`config.mk`:
```
export PLATFORM = sky130hd
export DESIGN_NAME = tradeoff_sched
export DESIGN_NICKNAME = d
export VERILOG_FILES = /design/src/rtl/tradeoff_sched_pkg.sv /design/src/rtl/tradeoff_sched_rr_arbiter.sv /design/src/rtl/tradeoff_sched.sv
export SDC_FILE = /design/constraint.sdc
export NUM_CORES = 1
export LEC_CHECK = 0
export ABC_AREA = 1
export BUFFER_PORTS_ARGS = -buffer_cell sky130_fd_sc_hd__buf_2
export CAP_MARGIN = 40
export CORE_ASPECT_RATIO = 1.5
export CORE_UTILIZATION = 42
export DETAILED_ROUTE_END_ITERATION = 8
export PLACE_DENSITY = 0.8
export SKIP_CTS_REPAIR_TIMING = 1
export SYNTH_ARGS = -nofsm -noshare
export SYNTH_HDL_FRONTEND = slang
export SYNTH_SLANG_ARGS = --single-unit
```
`constraint.sdc`:
```
create_clock -name clk -period 1.8 [get_ports clk]
set_clock_uncertainty 0.05 [all_clocks]
set_input_delay 0.27 -clock clk [delete_from_list [all_inputs] [get_ports clk]]
set_output_delay 0.27 -clock clk [all_outputs]
set_load 0.02 [all_outputs]
```
`src/rtl/tradeoff_sched_pkg.sv`:
```
// rtl/tradeoff_sched_pkg.sv - shared state encoding and default sizes for tradeoff_sched
package tradeoff_sched_pkg;

    typedef enum logic [2:0] {
        IDLE   = 3'd0,
        LOAD   = 3'd1,
        RUN    = 3'd2,
        SETTLE = 3'd3,
        RESP   = 3'd4
    } state_t;

    localparam int DEF_NUM_REQ     = 4;
    localparam int DEF_W_BITS      = 25;
    localparam int DEF_N_BITS      = 13;
    localparam int DEF_TIMEOUT_CYC = 8192;
    localparam int DEF_ID_W        = 2;
    localparam int LAT_W           = 16;

endpackage

```
`src/rtl/tradeoff_sched_rr_arbiter.sv`:
```
// rtl/tradeoff_sched_rr_arbiter.sv - round-robin pick of the first valid requester at or after rr_ptr
module rr_arbiter #(
    parameter int NUM_REQ = 4,
    parameter int ID_W    = 2
) (
    input  logic [NUM_REQ-1:0] req,
    input  logic [ID_W-1:0]    rr_ptr,
    input  logic               grant_en,
    output logic [NUM_REQ-1:0] grant,
    output logic [ID_W-1:0]    grant_idx
);

    logic            hit;
    logic [ID_W-1:0] idx;

    // Scan from rr_ptr upward with wrap; the first set request wins.
    always_comb begin
        hit       = 1'b0;
        idx       = '0;
        grant_idx = '0;
        for (int k = 0; k < NUM_REQ; k++) begin
            idx = ID_W'((int'(rr_ptr) + k) % NUM_REQ);
            if (!hit && req[idx]) begin
                hit       = 1'b1;
                grant_idx = idx;
            end
        end
        grant = '0;
        if (grant_en && hit) begin
            grant[grant_idx] = 1'b1;
        end
    end

endmodule

```
`src/rtl/tradeoff_sched.sv`:
```
// rtl/tradeoff_sched.sv - round-robin scheduler around one Tradeoff engine with watchdog; option TRADEOFF_LATENCY_EN
module tradeoff_sched
    import tradeoff_sched_pkg::*;
#(
    parameter int NUM_REQ     = DEF_NUM_REQ,
    parameter int W_BITS      = DEF_W_BITS,
    parameter int N_BITS      = DEF_N_BITS,
    parameter int TIMEOUT_CYC = DEF_TIMEOUT_CYC,
    parameter int ID_W        = DEF_ID_W
) (
    input  logic                      clk,
    input  logic                      rst,
    input  logic [NUM_REQ-1:0]        req_valid,
    input  logic [NUM_REQ*W_BITS-1:0] req_w,
    output logic [NUM_REQ-1:0]        req_ready,
    output logic                      rsp_valid,
    input  logic                      rsp_ready,
    output logic [ID_W-1:0]           rsp_id,
    output logic [N_BITS-1:0]         rsp_n,
    output logic                      rsp_timeout,
    output logic                      eng_rst_n,
    output logic [W_BITS-1:0]         eng_w,
    input  logic                      eng_found,
    input  logic [N_BITS-1:0]         eng_n,
    output logic                      busy
`ifdef TRADEOFF_LATENCY_EN
    ,
    output logic [LAT_W-1:0]          rsp_cycles
`endif
);

    localparam int CNT_W = (TIMEOUT_CYC > 1) ? $clog2(TIMEOUT_CYC) : 1;

    state_t            state;
    logic [ID_W-1:0]   rr_ptr;
    logic [ID_W-1:0]   gid;
    logic [ID_W-1:0]   grant_idx;
    logic [CNT_W-1:0]  wdog;
`ifdef TRADEOFF_LATENCY_EN
    logic [LAT_W-1:0]  run_cnt;
`endif

    rr_arbiter #(
        .NUM_REQ (NUM_REQ),
        .ID_W    (ID_W)
    ) u_arb (
        .req       (req_valid),
        .rr_ptr    (rr_ptr),
        .grant_en  ((state == IDLE) && !rst),
        .grant     (req_ready),
        .grant_idx (grant_idx)
    );

    // The engine restart is held low through reset and pulsed for the single LOAD cycle.
    assign eng_rst_n = !(rst || (state == LOAD));
    assign busy      = (state != IDLE);

    // Job sequencing: grant, restart engine, watch for found or watchdog expiry, respond.
    always_ff @(posedge clk) begin
        if (rst) begin
            state       <= IDLE;
            rr_ptr      <= '0;
            gid         <= '0;
            wdog        <= '0;
            eng_w       <= '0;
            rsp_valid   <= 1'b0;
            rsp_id      <= '0;
            rsp_n       <= '0;
            rsp_timeout <= 1'b0;
`ifdef TRADEOFF_LATENCY_EN
            run_cnt     <= '0;
            rsp_cycles  <= '0;
`endif
        end else begin
            case (state)
                IDLE: begin
                    if (|req_valid) begin
                        eng_w  <= req_w[int'(grant_idx)*W_BITS +: W_BITS];
                        gid    <= grant_idx;
                        rr_ptr <= ID_W'((int'(grant_idx) + 1) % NUM_REQ);
                        state  <= LOAD;
                    end
                end
                LOAD: begin
                    wdog  <= '0;
`ifdef TRADEOFF_LATENCY_EN
                    run_cnt <= '0;
`endif
                    state <= RUN;
                end
                RUN: begin
`ifdef TRADEOFF_LATENCY_EN
                    if (run_cnt != {LAT_W{1'b1}}) begin
                        run_cnt <= run_cnt + 1'b1;
                    end
`endif
                    // found is only looked at here, so a level left over from the last job is harmless
                    if (eng_found) begin
                        state <= SETTLE;
                    end else if (wdog == CNT_W'(TIMEOUT_CYC - 1)) begin
                        rsp_n       <= '0;
                        rsp_timeout <= 1'b1;
                        rsp_id      <= gid;
                        rsp_valid   <= 1'b1;
`ifdef TRADEOFF_LATENCY_EN
                        rsp_cycles  <= (run_cnt != {LAT_W{1'b1}}) ? run_cnt + 1'b1 : run_cnt;
`endif
                        state       <= RESP;
                    end else begin
                        wdog <= wdog + 1'b1;
                    end
                end
                SETTLE: begin
                    rsp_n       <= eng_n;
                    rsp_timeout <= 1'b0;
                    rsp_id      <= gid;
                    rsp_valid   <= 1'b1;
`ifdef TRADEOFF_LATENCY_EN
                    rsp_cycles  <= run_cnt;
`endif
                    state       <= RESP;
                end
                RESP: begin
                    if (rsp_ready) begin
                        rsp_valid <= 1'b0;
                        state     <= IDLE;
                    end
                end
                default: state <= IDLE;
            endcase
        end
    end

endmodule

```
# Word level (Yosys, flattened, before mapping)
# Index checks and enable logic that the tools add are counted.
# op_classes
n_reduce_logical	23
mux	38
n_lt_le_gt_ge	6
n_mul	1
shift	1
n_addsub	5
eq_ne	11
# ops
operator	count
$shiftx 100x8->25	1
$mux 13	4
$pmux 13 s2	2
$lt 2x3->1 const B	5
$pmux 3 s5	1
$add 13x1->13 const B	1
$eq 13x13->1 const B	1
$mux 1	12
$mux 2	6
$mux 3	4
$reduce_and 3->1	3
$bmux 1 s2	4
$ne 2x2->1 const B	4
$mul 2x5->7 const B	1
$eq 3x2->1 const B	2
$logic_and 1x1->1	6
$reduce_bool 3->1	2
$logic_not 1->1	5
$add 2x1->2 const B	2
$add 2x2->2 const B	2
$mux 4	1
$pmux 2 s2	1
$reduce_and 4->1	1
$reduce_bool 2->1	2
12 further kinds	12
# word_totals
inputBits	121
out_inout_bits	48
register_bits	62
word_cells	94

# Longest topological paths before layout
# logic_depth
depth_word	17
ltp_mapped	16
ltp_nobuf	15

# Cells and area by module
# Synthesis repeated with hierarchy kept, for this count alone.
# unflattened
cells_unflattened	574
hier_area_um2	3709.8
# by_module_without_submodules
mod	area_per_inst_um2	cells_per_inst	seq_area_each_um2	n_inst
tradeoff_sched	3339.5	508	1241.2	1
rr_arbiter	370.4	66	0.0	1

# Least setup slack after synthesis
# Ideal clock, no wire load.
# synth_path
kind	reg-to-output
from	register rr_ptr[0]
to	output req_ready[3]
path_buffers	2
path_stages_with_launch	11
t_arrival_ps	1849
setup_slack_ps	-369
t_required_ps	1480
path_cell_list	dfxtp_1 buf_4 nand2_2 nand3_2 nand2_2 nor2_4 nand3_2 nand2_4 nand2_8 buf_4 nor3_1
# synth_between
elab_chain_cells	17
elab_cells_between_ends	32
cone_classes	add/sub (3); order compare (2); mux (19); reduce/logical (8)
# synth_rtl
element	line	rtl
start, declared	tradeoff_sched.sv:35	logic [ID_W-1:0] rr_ptr;
start signal, assigned	tradeoff_sched.sv:80	rr_ptr <= ID_W'((int'(grant_idx) + 1) % NUM_REQ);
branches (longest 16 deep; another with $lt 2x3->1)	--	
$mux 4 (*)	tradeoff_sched_rr_arbiter.sv:29	if (grant_en && hit) begin
end, declared	tradeoff_sched.sv:15	output logic [NUM_REQ-1:0] req_ready,
# Every way passes the cells marked *. The select of a mux whose other input is x is not followed.

# Worst setup path after layout
# Ends and elaborated chain as after synthesis.

==> results.cfg <==
[floorplan]
io_pins = 169
die_h_um = 117
core_um2 = 8520
start_util_pct = 43.8
rows = 41
dieArea_um2 = 9280
die-width_um = 79.0

[status]
status = finished with violations
violations = setup timing

[finish]
final_cell_mix = 166 x nand2_1, 164 x buf_2, 69 x nand3_1, 61 x nor2_1, 58 x dfxtp_1
finalInstanceArea_um2 = 6030
drive_above_1_share_pct = 45.1
final_nets = 949
area_growth_pct = 61.4
diodes = 0
layout_commonest_cell = nand2_1

[setup_path]
cp-end-kind = output pin
path_cells = buf_6, nand2_2, nand2_2, nand2_1, buf_4, inv_1, nand3_2, nand3_4, inv_6, nor3_4, buf_6
rr_endpoint = eng_w[21]$_SDFFE_PP0P_
cp.required_ns = 1.48
rr_worst_depth = 17
reg2reg_slack_ns = -0.39
cp_slowest_cell = dfxtp_4
cp_num_buf_inv = 5
critPathLaunchType = register
critPathTopFamily = simple AND/OR/NAND/NOR gates
crit_type = register to output pin
crit_path_max_fanout = 8
crit_arrival_ns = 1.96
r2r_start = rr_ptr[0]$_SDFFE_PP0P_
max_stage_delay_ns = 0.41

[power_and_ir_drop]
switching_share_pct = 48.6
leakage_nw = 3.05
p_clk_share_pct = 12.9
power_frac_comb_pct = 71.1
switchingPower_mw = 5.91
power.internal_mw = 6.25
seqPwrFrac_pct = 15.9
finalPower_mw = 12.2
power_per_cell_area_nw_per_um2 = 2020
peakVddDrop_uv = 1850

[placement]
dpl-instance-area_um2 = 5000
place_congestion = 0.877
hpwl_mm = 8.97
portBuffers = 168

[clock_network]
cts_root_buf = clkbuf_16
cts_buffers = 9
clk_pin_slew_ns = 0.06
clock_latency_ns = 0.33
htreeDepth = 3
cts_sinks = 62
cts_tree = yes
clock_path_buffers = 2

[timing]
relSlewSlack_pct = 69.1
slew_violations = 0
rsz0062_at_grt = true
timing.final.crit_period_ns = 2.28
worst_slew_pin_slew_ns = 0.457
fin_crit_sh_pct = 127
tns_ns = -13.07
holdWs_ns = 0.158
hold_violations = 0
timing.final.ws_setup_ns = -0.481
max_freq_mhz = 438
setup_viol = 57

[route]
vias = 4943
drt-wirelength-per-cell_um = 14.5
ant_nets = 0
drc = 0
drtIter0Drc = 263
viasPerCell = 5.26
routed_wl_mm = 13.7
drtPass1Iterations = 5

[worst_hold_path]
worstHoldStart = eng_n[5]
hold_class = primary input to register
hold_end = rsp_n[5]$_SDFFE_PP0P_
whs_path_depth = 3

[yosys]
synth.distinct_cells = 36
avgSynthCellArea_um2 = 6.11
yosys_warnings = 0
synth_area_um2 = 3730
syn_nets = 733
ys_seq_elements = 62
synthCells = 611
synth-seq-area-share_pct = 33.3

[global_route]
grt-ovfl-total = 0
grt_pass1_vias = 4397
grt_start_max_net_pins = 55
antenna_found_initial = 0
grt_pass1_wl_mm = 19.4
track_usage_pct = 26.0

[run]
cap_violations = 0
Yosys cell counts:
cell	n	share of area (%)
o21ai_0	21	2.8
nand2_4	1	0.30
inv_1	49	4.9
nor2_8	1	0.54
nand3_4	1	0.47
dfxtp_1	62	33
inv_4	1	0.17
ha_1	1	0.34
buf_2	11	1.5
nand3_2	3	0.80
o211ai_1	2	0.40
nor3_1	6	0.80
a2111oi_0	1	0.23
or2_2	1	0.17
nand2_8	1	0.54
nor4b_1	1	0.23
nand2_1	202	20
nor2_4	2	0.60
nor4_1	1	0.17
buf_6	3	0.91
xor2_1	3	0.70
buf_4	5	1.0
a211oi_1	2	0.40
o21ai_1	1	0.13
nor2_2	1	0.17
o221ai_1	1	0.23
a21oi_1	28	3.8
nor2_1	74	7.4
nand3_1	99	13
a21oi_2	1	0.23
nand2_2	3	0.50
buf_1	2	0.20
a31oi_1	1	0.17
nand4_1	6	1.0
clkbuf_1	11	1.1
inv_2	2	0.20
through the flow:
step,cells,setup WS [ns],utilization (%)
floorplan,611,-0.128,-
global placement,904,-0.196,58.7
detailed placement,904,-0.229,58.7
CTS,920,-0.604,61.8
global route,939,-0.558,70.8
finish,939,-0.481,70.8
registers in the layout (all words and copies together), names as in the netlist:
register     flops
rsp_timeout      1
gid              2
rsp_n           13
eng_w           25
rsp_valid        1
state            3
rsp_id           2
rr_ptr           2
wdog            13
layer usage:
layer	routed length [um]	share of wire (%)	track usage [%]
met3	689	5.0	4.81
met2	7250	53	46.7
met1	5170	38	28.5
met5	0	0	0
met4	551	4.0	12.7
worst max path at each step:
stage | startpoint | to | slack (ns) | cells after the start
final | rr_ptr[0]$_SDFFE_PP0P_ | req_ready[3] | -0.48 | 11
after global routing | rr_ptr[0]$_SDFFE_PP0P_ | req_ready[3] | -0.56 | 11
after CTS | rr_ptr[0]$_SDFFE_PP0P_ | req_ready[0] | -0.60 | 11
after detailed placement | rr_ptr[0]$_SDFFE_PP0P_ | req_ready[0] | -0.23 | 11
after global placement | rr_ptr[0]$_SDFFE_PP0P_ | eng_w[9]$_SDFFE_PP0P_ | -0.20 | 16
after floorplan | rr_ptr[0]$_SDFFE_PP0P_ | req_ready[0] | -0.13 | 11
worst reg2reg max path: cells and delay by family, from the launching register on:
kind                   cells  cell delay (ns)
AND/OR/NAND/NOR           10             0.78
buffers and inverters      6             0.68
flip-flops                 1             0.41
AO/OA/AOI/OAI              1             0.16
power groups by stage:
stage          Combinational, mW  Sequential (mW)  Clock, mW
3_5_place_dp                6.31             1.93          0
5_1_grt                     9.31             1.97       1.67
4_1_cts                     6.34             1.91       1.59
3_3_place_gp                6.26             1.92          0
6_report                    8.65             1.93       1.57
2_1_floorplan               4.21             2.23          0
cell type report:
class                      count  area (um^2)
clock buffer                  10          229
tap                          107          134
timing repair inverter         1         7.51
sequential                    62         1250
clock inverter                 6         38.8
inverter                      52          213
fill                         697         2490
multi-input combinational    466         2610
timing repair buffer         235         1540
logic make-up after synthesis:
logic type,Yosys count,synth area share [%]
AOI/OAI and AO/OA,58,8.38
xor gates and xnor gates,3,0.704
adders and majority gates,1,0.335
buffers and inverters,84,9.99
DFF,62,33.3
and+or+nand+nor,403,47.3
(Power assumes the default switching activity.)
